`src/rtl/imem_fetch_ctrl.sv`:
```
// Instruction-fetch sequencer: owns the fetch PC, drives the async-read IMEM and buffers words for decode.
// Optional performance counters are compiled in with `define IMEM_FETCH_PERF_EN.
module imem_fetch_ctrl #(
  parameter logic [31:0] RESET_PC  = 32'h0040_0000,
  parameter int          ADDR_W    = 11,
  parameter int          BUF_DEPTH = 2
) (
  input  logic                         clk,
  input  logic                         rst,
  output logic [ADDR_W-1:0]            im_addr,
  input  logic [31:0]                  im_rdata,
  input  logic                         redirect_valid,
  input  logic [31:0]                  redirect_pc,
  output logic                         inst_valid,
  input  logic                         inst_ready,
  output logic [31:0]                  inst_word,
  output logic [31:0]                  inst_pc,
  output logic [31:0]                  fetch_pc,
  output logic [$clog2(BUF_DEPTH):0]   buf_count
`ifdef IMEM_FETCH_PERF_EN
  ,
  output logic [31:0]                  perf_fetch_cnt,
  output logic [31:0]                  perf_flush_cnt
`endif
);

  localparam int PTR_W = $clog2(BUF_DEPTH);
  localparam int CNT_W = PTR_W + 1;
  localparam logic [CNT_W-1:0] DEPTH_C = CNT_W'(BUF_DEPTH);

  logic [31:0]      pc_reg, pc_next;
  logic [CNT_W-1:0] count_reg, count_next;
  logic [PTR_W-1:0] wr_ptr_reg, wr_ptr_next;
  logic [PTR_W-1:0] rd_ptr_reg, rd_ptr_next;
  logic             push, pop;
  logic [31:0]      pc_offset;

  logic [31:0] pc_mem   [BUF_DEPTH];
  logic [31:0] word_mem [BUF_DEPTH];

  assign pc_offset = pc_reg - RESET_PC;
  assign im_addr   = pc_offset[ADDR_W+1:2];
  assign fetch_pc  = pc_reg;
  assign buf_count = count_reg;

  // Head is read straight out of the buffer; zeroed while empty so reset shows clean outputs.
  assign inst_valid = (count_reg != '0);
  assign inst_word  = inst_valid ? word_mem[rd_ptr_reg] : 32'h0;
  assign inst_pc    = inst_valid ? pc_mem[rd_ptr_reg]   : 32'h0;

  always_comb begin
    pop         = inst_valid & inst_ready & ~redirect_valid;
    push        = ~redirect_valid & ((count_reg < DEPTH_C) | pop);
    pc_next     = pc_reg;
    count_next  = count_reg;
    wr_ptr_next = wr_ptr_reg;
    rd_ptr_next = rd_ptr_reg;
    if (redirect_valid) begin
      pc_next     = {redirect_pc[31:2], 2'b00};
      count_next  = '0;
      wr_ptr_next = '0;
      rd_ptr_next = '0;
    end else begin
      if (push) begin
        pc_next     = pc_reg + 32'd4;
        wr_ptr_next = wr_ptr_reg + PTR_W'(1);
      end
      if (pop) begin
        rd_ptr_next = rd_ptr_reg + PTR_W'(1);
      end
      count_next = count_reg + CNT_W'(push) - CNT_W'(pop);
    end
  end

  always_ff @(posedge clk or posedge rst) begin
    if (rst) begin
      pc_reg     <= RESET_PC;
      count_reg  <= '0;
      wr_ptr_reg <= '0;
      rd_ptr_reg <= '0;
    end else begin
      pc_reg     <= pc_next;
      count_reg  <= count_next;
      wr_ptr_reg <= wr_ptr_next;
      rd_ptr_reg <= rd_ptr_next;
    end
  end

  // Storage needs no reset: occupancy alone decides which entries are meaningful.
  always_ff @(posedge clk) begin
    if (push) begin
      pc_mem[wr_ptr_reg]   <= pc_reg;
      word_mem[wr_ptr_reg] <= im_rdata;
    end
  end

`ifdef IMEM_FETCH_PERF_EN
  logic [31:0] fetch_cnt_reg, flush_cnt_reg;

  always_ff @(posedge clk or posedge rst) begin
    if (rst) begin
      fetch_cnt_reg <= '0;
      flush_cnt_reg <= '0;
    end else begin
      if (push && fetch_cnt_reg != 32'hFFFF_FFFF) begin
        fetch_cnt_reg <= fetch_cnt_reg + 32'd1;
      end
      // Only redirects that actually throw away buffered words count as flushes.
      if (redirect_valid && count_reg != '0 && flush_cnt_reg != 32'hFFFF_FFFF) begin
        flush_cnt_reg <= flush_cnt_reg + 32'd1;
      end
    end
  end

  assign perf_fetch_cnt = fetch_cnt_reg;
  assign perf_flush_cnt = flush_cnt_reg;
`endif

endmodule

```
`config.mk`:
```
export PLATFORM = sky130hd
export DESIGN_NAME = imem_fetch_ctrl
export DESIGN_NICKNAME = d
export VERILOG_FILES = /design/src/rtl/imem_fetch_ctrl.sv
export SDC_FILE = /design/constraint.sdc
export NUM_CORES = 1
export LEC_CHECK = 0
export BUFFER_PORTS_ARGS = -buffer_cell sky130_fd_sc_hd__buf_2
export CAP_MARGIN = 30
export CORE_MARGIN = 10
export CORE_UTILIZATION = 45
export DETAILED_ROUTE_END_ITERATION = 8
export PLACE_DENSITY = 0.7
export SLEW_MARGIN = 5
export SYNTH_ARGS = -nofsm -noshare
export SYNTH_HDL_FRONTEND = slang
export SYNTH_SLANG_ARGS = --single-unit
```
`constraint.sdc`:
```
create_clock -name clk -period 6.4 [get_ports clk]
set_clock_uncertainty 0.05 [all_clocks]
set_input_delay 0.64 -clock clk [delete_from_list [all_inputs] [get_ports clk]]
set_output_delay 0.64 -clock clk [all_outputs]
set_load 0.03 [all_outputs]
```
# == Word level (Yosys, flattened, before mapping) ==
# Memory sizes are Yosys's and may differ from the RTL's.
# Cells that the tools add are included.
# classes
n_addsub,6
magnitude_cmp,1
mux,11
bitwise,5
reduce_logical,3
# op_table
cell,count
$mux 32,4
$add 32x3->32 const B,1
$sub 13x1->13 const B,1
$mux 1,6
$reduce_bool 2->1,3
$and 1x1->1,3
$add 1x1->1 const B,2
$add 2x1->2,1
$lt 2x2->1 const B,1
$mux 2,1
$sub 2x1->2,1
$not 1->1,1
$or 1x1->1,1
# word_totals
ff_bits,36
ramBits,128
output_inout_bits,110
elab_cells,32
memories,2
# memory_table
name,depth,word_bits,rd,rd_clocked_by_memory_dff,wr,line,rtl
pc_mem,2,32,1,0,1,38,logic [31:0] pc_mem [BUF_DEPTH];
word_mem,2,32,1,0,1,39,logic [31:0] word_mem [BUF_DEPTH];

# == Longest topological paths before layout ==
# Gate-level depths: netlist of the first run.
# depth
word_depth,8
mapped_depth,10
mapped_depth_nobuf,9

# == Worst setup path after synthesis of the first run ==
# No wires, ideal clock.
# synth_timing
kind,input-to-reg
from,input port redirect_valid
to,memory pc_mem[0][10] (enable)
setup_ns,0.482
arrival_ns,4.148
required_ns,5.868
path_slack_ns,1.720
cell_stages,6
path_cell_list,clkbuf_1 inv_1 clkbuf_1 buf_1 nand2_1 nor2_1
# synth_between
elab_chain_cells,6
# synth_lines
item,line,rtl
"start, declared",12,"input logic redirect_valid,"
$not 1->1 *,"52, 53",
$and 1x1->1,52,pop = inst_valid & inst_ready & ~redirect_valid;
$or 1x1->1,53,push = ~redirect_valid & ((count_reg < DEPTH_C) | pop);
$and 1x1->1 *,53,
$mux 1 *,91,if (push) begin
$mux 1 (implied by the code) *,92,pc_mem[wr_ptr_reg] <= pc_reg;
"end, declared",38,
# Every way passes the cells marked *; elsewhere a longest branch is shown, timed or not.

# == Final worst setup path of the first run ==
# layout_timing
from,input port redirect_valid
to,memory pc_mem[0][4] (enable)
# Same word-level chain as after synthesis.

==> insert_results.sql, run 1 <==
INSERT INTO impl_metrics (metric_group, metric, value, unit) VALUES
('logic_synthesis', 'synth_mux_area_share', '8.96', '%'),
('logic_synthesis', 'synth_enable_flop_cells', '124', ''),
('power_and_ir_drop', 'internal_power', '2.22', 'mW'),
('logic_synthesis', 'synth-compound-area-share', '6.28', '%'),
('status', 'status', 'finished clean', ''),
('timing', 'setup_total_negative_slack', '0', 'ps'),
('timing', 'postLayoutSetupSlackWorst', '3340', 'ps'),
('layout', 'n_antenna_cell', '0', ''),
('cts', 'clk_path_buf_depth', '2', ''),
('cts', 'cts.root.buffer_cell', 'clkbuf_16', ''),
('layout', 'registers.top_by_ff_count', 'word_mem', ''),
('job', 'cap_violations', '0', ''),
('die', 'die_height', '145', 'um'),
('power_and_ir_drop', 'power_frac_comb', '31.9', '%'),
('detailed_routing', 'drt_iter0_drc', '335', ''),
('power_and_ir_drop', 'p_sw_share', '36.3', '%'),
('worst_hold_path', 'worstHoldPathType', 'input pin to async pin', ''),
('placement', 'buffer_ports.inserted', '171', ''),
('logic_synthesis', 'postSynth.topFlopCell', 'edfxtp_1', ''),
('timing', 'final_max_slew_viol_count', '0', ''),
('power_and_ir_drop', 'cellPowerDensity', '405', 'nW/um2'),
('layout', 'finalNetCount', '773', ''),
('layout', 'drive_above_1_share', '30.5', '%'),
('die', 'design.core.area', '15300', 'um2'),
('critical_path', 'worstSetupStartpointType', 'input pin', ''),
('logic_synthesis', 'synth-seq-area-share', '65.0', '%'),
('logic_synthesis', 'yosys_warnings', '0', ''),
('cts', 'number_of_sinks_on_the_clock_net', '158', ''),
('detailed_routing', 'ant_nets', '0', ''),
('cts', 'numCtsBuffers', '17', ''),
('power_and_ir_drop', 'largest_voltage_drop_on_the_vdd_net', '0.345', 'mV'),
('layout', 'num-fill-cells', '1296', ''),
('critical_path', 'worst-endpoint-arrival', '3060', 'ps'),
('layout', 'layout.cells.non_filler', '926', ''),
('layout', 'finish.instance_area', '8630', 'um2'),
('logic_synthesis', 'synth.cell_area', '7040', 'um2'),
('logic_synthesis', 'postSynthCellCount', '549', ''),
('layout', 'largest_reg_flops', '64', ''),
('timing', 'hold_viol_final', '0', ''),
('timing', 'worst_max_slew_pin_slew', '951', 'ps'),
('global_routing', 'initial_antenna_violation_count', '0', ''),
('placement', 'place_inst', '894', ''),
('detailed_routing', 'routedWlPerCell', '19.0', 'um'),
('die', 'placement_rows', '45', ''),
('logic_synthesis', 'synthesis.area_per_instance', '12.8', 'um2'),
('detailed_routing', 'drcViolationCount', '0', ''),
('die', 'die-area', '21000', 'um2'),
('cts', 'clkTransAtPathRegs', '60', 'ps'),
('layout', 'flow.area_growth_from_synthesis', '22.6', '%'),
('timing', 'timing.final.crit_share', '47.8', '%'),
('cts', 'post_cts.resized_instances', '0', ''),
('detailed_routing', 'vias', '4953', ''),
('timing', 'final-setup-viol-count', '0', ''),
('placement', 'placedInstanceArea', '8040', 'um2'),
('detailed_routing', 'detail_route.first_pass.iterations', '5', ''),
('logic_synthesis', 'share_of_synthesized_cell_area_in_full_adder_half_adder_and_majority_cells', '0.533', '%'),
('timing', 'timing.max_slew.rel_slack', '36.6', '%'),
('power_and_ir_drop', 'switching_power', '1.27', 'mW'),
('cts', 'htree_levels', '4', ''),
('critical_path', 'worst-endpoint-required', '6400', 'ps'),
('critical_path', 'timing_worst_setup_path_type', 'input pin to flip-flop', ''),
('detailed_routing', 'postRouteWirelength', '17600', 'um'),
('logic_synthesis', 'postSynthRegisterBits', '158', ''),
('timing', 'fmax', '327', 'MHz'),
('power_and_ir_drop', 'clockPowerShare', '28.5', '%'),
('cts', 'clock_insertion_delay_worst_skew', '420', 'ps'),
('cts', 'postCtsSetupRepairBufs', '0', ''),
('global_routing', 'gr-total-overflow', '0', ''),
('placement', 'place_ws', '2900', 'ps'),
('global_routing', 'grt_pass1_vias', '4945', ''),
('timing', 'rsz_0062_raised_after_global_routing', 'false', '');
==> worst paths after layout <==
check	from	end	slack [ps]	depth (start not counted)
worst max-delay path	redirect_valid	pc_mem[0][4]	3340	6
max in group asynchronous	rst	rd_ptr_reg	5680	3
worst max register to register	buf_count[1]	pc_mem[0][4]	3630	4
worst min-delay path	rst	fetch_pc[25]	260	3
worst min register to register	fetch_pc[31]	pc_mem[1][31]	500	0
min in group clk	im_rdata[26]	word_mem[0][26]	360	1
==> through the flow <==
| stage | util (%) | hold WS, ps |
|---|---|---|
| final | 56.5 | 264 |
| after global routing | 56.5 | 286 |
| after detailed placement | 52.7 | 493 |
| after CTS | 56.5 | 259 |
| after global placement | 52.3 | 475 |
| after floorplan | - | 474 |
==> power groups by stage <==
| stage | combinational (mW) | clock (mW) | sequential [mW] |
|---|---|---|---|
| after floorplan | 0.778 | 0 | 1.41 |
| after global placement | 1.07 | 0 | 1.44 |
| after detailed placement | 1.14 | 0 | 1.40 |
| after CTS | 1.14 | 1.01 | 1.38 |
| after global routing | 1.21 | 1.06 | 1.40 |
| final | 1.11 | 0.997 | 1.38 |
==> area by class of cell <==
cell class | instances | area share, %
well taps | 211 | 3.06
multi-input cells | 334 | 25.5
clock buffers | 26 | 5.90
repair buffers | 178 | 10.9
inverters | 13 | 0.566
flip-flops and latches | 158 | 53.1
clock inverters | 6 | 0.943
==> cell usage in the layout (no fill, tap or decap), types with 13 or more instances in the layout <==
| cell | instances |
|---|---|
| nand2_1 | 28 |
| nand3_1 | 22 |
| buf_2 | 171 |
| edfxtp_1 | 124 |
| mux2i_1 | 63 |
| inv_1 | 13 |
| clkbuf_16 | 17 |
| nand4_1 | 15 |
| dfrtp_1 | 32 |
| nor2_1 | 81 |
==> worst max-delay path: stages <==
cell     delay, ps
buf_2           90
buf_4          300
inv_1          550
nand2_1        230
nor2_4         570
buf_4          600
==> cell usage after synthesis, types with 6 or more instances <==
library cell / number / area, um2
a21oi_1: 6 / 30.0
a31oi_1: 6 / 37.5
and3_1: 6 / 37.5
buf_1: 7 / 26.3
buf_4: 16 / 120
clkbuf_1: 22 / 82.6
dfrtp_1: 33 / 826
edfxtp_1: 124 / 3720
inv_1: 13 / 48.8
mux2i_1: 63 / 631
nand2_1: 28 / 105
nand3_1: 22 / 110
nand4_1: 15 / 93.8
nor2_1: 83 / 312
nor2b_1: 8 / 50.1
o21ai_0: 10 / 50.1
o31ai_1: 10 / 75.1
xnor2_1: 10 / 87.6
==> layer usage <==
layer  global-route usage (%)  part of all wire (%)  up-vias
met4                     5.97                   1.3        0
met1                     19.6                    40     2404
met3                     4.28                   7.4       22
met5                        0                     0        -
met2                     27.4                    51      209
li1                         -                     -     2318
==> logic make-up (layout without fill, tap and decap cells) <==
kind of cell	Yosys count	in the layout
adder cells (fa/ha/maj)	3	3
AO/OA/AOI/OAI	57	57
multiplexers	63	63
flip-flops	158	158
XOR/XNOR	12	12
AND/OR/NAND/NOR	195	195
buffers and inverters	60	223
other	1	4
Note: power is estimated with default switching activity, not from simulation.
==> run 2: changes to the inputs <==
- PLACE_DENSITY: 0.7 -> 0.73
- clock period: 6.4 -> 2.7 ns (I/O delays scaled with it)
==> run 2 against run 1 <==
Effect of this change: count of clock-buffer cells in the layout down 5; core utilization up 2.6 points; non-clock buffer count up 40; global-route usage up 0.38 points; sequential power up 140%; worst hold slack worse by 250 ps; via count up 2.2%.
==> insert_results.sql, run 2 (same netlist as run 1, synthesis figures left out) <==
INSERT INTO impl_metrics (metric_group, metric, value, unit) VALUES
('layout', 'n_antenna_cell', '0', ''),
('cts', 'post_cts.resized_instances', '0', ''),
('layout', 'mostFrequentLayoutCells', '171 x buf_2, 124 x edfxtp_1, 81 x nor2_1', ''),
('critical_path', 'timing_worst_setup_path_type', 'flip-flop to output pin', ''),
('critical_path', 'timing.critical_path.from', 'buf_count[1]', ''),
('cts', 'cts_tree', 'yes', ''),
('cts', 'postCtsSetupRepairBufs', '0', ''),
('cts', 'number_of_sinks_on_the_clock_net', '158', ''),
('layout', 'flow.area_growth_from_synthesis', '28.2', '%'),
('critical_path', 'endpoint_kind', 'output pin', ''),
('die', 'die-area', '21000', 'um2'),
('timing', 'worst_max_slew_pin_slew', '889', 'ps'),
('die', 'design.core.area', '15300', 'um2'),
('timing', 'hold_viol_final', '0', ''),
('worst_hold_path', 'worst_hold_startpoint', 'redirect_pc[20]', ''),
('critical_path', 'regToRegStartpoint', 'buf_count[1]', ''),
('critical_path', 'worst-endpoint-arrival', '2240', 'ps'),
('detailed_routing', 'drcViolationCount', '0', ''),
('layout', 'leading_cell_type_in_the_layout_fill_and_taps_excluded', 'buf_2', ''),
('detailed_routing', 'detail_route.first_pass.iterations', '5', ''),
('global_routing', 'global_route.usage.total', '16.6', '%'),
('detailed_routing', 'vias', '5060', ''),
('global_routing', 'initial_antenna_violation_count', '0', ''),
('global_routing', 'wire_length_of_the_first_global_routing_pass', '28300', 'um'),
('timing', 'hold-worst-slack', '13.8', 'ps'),
('timing', 'final.min_clock_period', '2560', 'ps'),
('status', 'status', 'finished clean', ''),
('power_and_ir_drop', 'cellPowerDensity', '929', 'nW/um2'),
('timing', 'setup_total_negative_slack', '0', 'ps'),
('global_routing', 'gr-total-overflow', '0', ''),
('cts', 'cts.root.buffer_cell', 'clkbuf_16', ''),
('cts', 'clk_path_buf_depth', '2', ''),
('cts', 'htree_levels', '4', ''),
('die', 'pin_count', '178', ''),
('worst_hold_path', 'worst_hold_path.num_cells', '3', ''),
('placement', 'placedInstanceArea', '8080', 'um2'),
('global_routing', 'grt_max_degree', '63', ''),
('job', 'cap_violations', '0', ''),
('cts', 'number_of_buffers_inserted_for_hold_repair_after_clock_tree_synthesis', '35', ''),
('cts', 'clkTransAtPathRegs', '60', 'ps'),
('critical_path', 'worstSetupStartpointType', 'flip-flop', ''),
('timing', 'rsz_0062_raised_after_global_routing', 'false', ''),
('detailed_routing', 'drt_iter0_drc', '331', ''),
('die', 'placement_rows', '45', ''),
('die', 'floorplan.initialDensity', '46.1', '%'),
('die', 'fp.dieW', '145', 'um'),
('cts', 'clock_insertion_delay_worst_skew', '420', 'ps'),
('die', 'die_height', '145', 'um'),
('detailed_routing', 'postRouteWirelength', '18000', 'um'),
('timing', 'timing.max_slew.rel_slack', '40.8', '%'),
('timing', 'final_max_slew_viol_count', '0', ''),
('detailed_routing', 'vias_per_cell', '5.24', ''),
('cts', 'numCtsBuffers', '17', ''),
('critical_path', 'r2r_cells', '4', ''),
('power_and_ir_drop', 'total_leakage_power', '3.56', 'nW'),
('placement', 'dp.final_hpwl', '11800', 'um'),
('layout', 'num-fill-cells', '1233', ''),
('global_routing', 'grt_pass1_vias', '5293', ''),
('timing', 'fmax', '391', 'MHz'),
('layout', 'finish.instance_area', '9020', 'um2'),
('worst_hold_path', 'worstHoldPathType', 'input pin to flip-flop', ''),
('placement', 'buffer_ports.inserted', '171', ''),
('timing', 'timing.final.crit_share', '94.7', '%'),
('power_and_ir_drop', 'total_power', '8.38', 'mW'),
('layout', 'largest_reg_flops', '64', ''),
('timing', 'final-setup-viol-count', '0', ''),
('detailed_routing', 'ant_nets', '0', ''),
('placement', 'place_inst', '899', ''),
('critical_path', 'critical_path.max_fanout', '62', ''),
('power_and_ir_drop', 'largest_voltage_drop_on_the_vdd_net', '0.728', 'mV'),
('layout', 'drive_above_1_share', '29.9', '%'),
('detailed_routing', 'routedWlPerCell', '18.6', 'um'),
('layout', 'finalNetCount', '813', ''),
('layout', 'registers.top_by_ff_count', 'word_mem', ''),
('placement', 'gpl.final_weighted_congestion', '0.852', ''),
('layout', 'layout.cells.non_filler', '966', ''),
('critical_path', 'worst-endpoint-required', '2380', 'ps');
## run 2: cell count changes in the layout (fill, tap and decap cells not counted)
cell	previous run	this run
clkbuf_1	4	3
clkinv_2	1	3
clkbuf_8	5	1
buf_16	1	0
clkinv_1	2	0
buf_12	1	3
dlygate4sd3_1	0	35
bufinv_16	2	3
buf_4	5	9
clkinvlp_4	0	4
## run 2: critical path, stage by stage, from the launching register on
cell and delay [ps]:
dfrtp_1 610, nor2_4 200, buf_4 570, nor2_1 180, buf_2 220
## run 2: path summary, 6_finish.rpt
kind / end / slack, ps
worst min register to register: pc_mem[1][31] / 490
worst max-delay path: inst_pc[13] / 140
max in group asynchronous: fetch_pc[22] / 1470
worst max register to register: fetch_pc[26] / 430
worst min-delay path: fetch_pc[20] / 10
min in group asynchronous: buf_count[1] / 370
## run 2: where the power goes
part           switching, mW  internal, mW  total, mW
Combinational           1.86         0.828       2.69
Sequential             0.289          3.01       3.30
Clock                  0.910          1.47       2.38
Total                   3.06          5.32       8.38
## run 2: layer usage
metal	vias to the layer above	routed length (um)	global-route usage, %
met3	16	1220	4.32
met2	210	9020	27.8
met5	-	0	0
met4	0	327	7.58
li1	2401	-	-
met1	2433	7420	19.7
## run 2: per-stage QoR
step | util [%] | worst slack, ps
after CTS | 59.1 | 140
final | 59.1 | 143
after global placement | 52.9 | 549
after floorplan | - | 85.9
after detailed placement | 52.9 | 498
after global routing | 59.1 | 31.4
## run 2: cell type report
type	instances	area, um2	area share, %
Clock buffer	21	450	4.99
Clock inverter	11	144	1.59
Inverter	13	48.8	0.541
Multi-Input combinational cell	334	2200	24.4
Sequential cell	158	4580	50.8
Tap cell	211	264	2.93
Timing Repair Buffer	218	1330	14.8
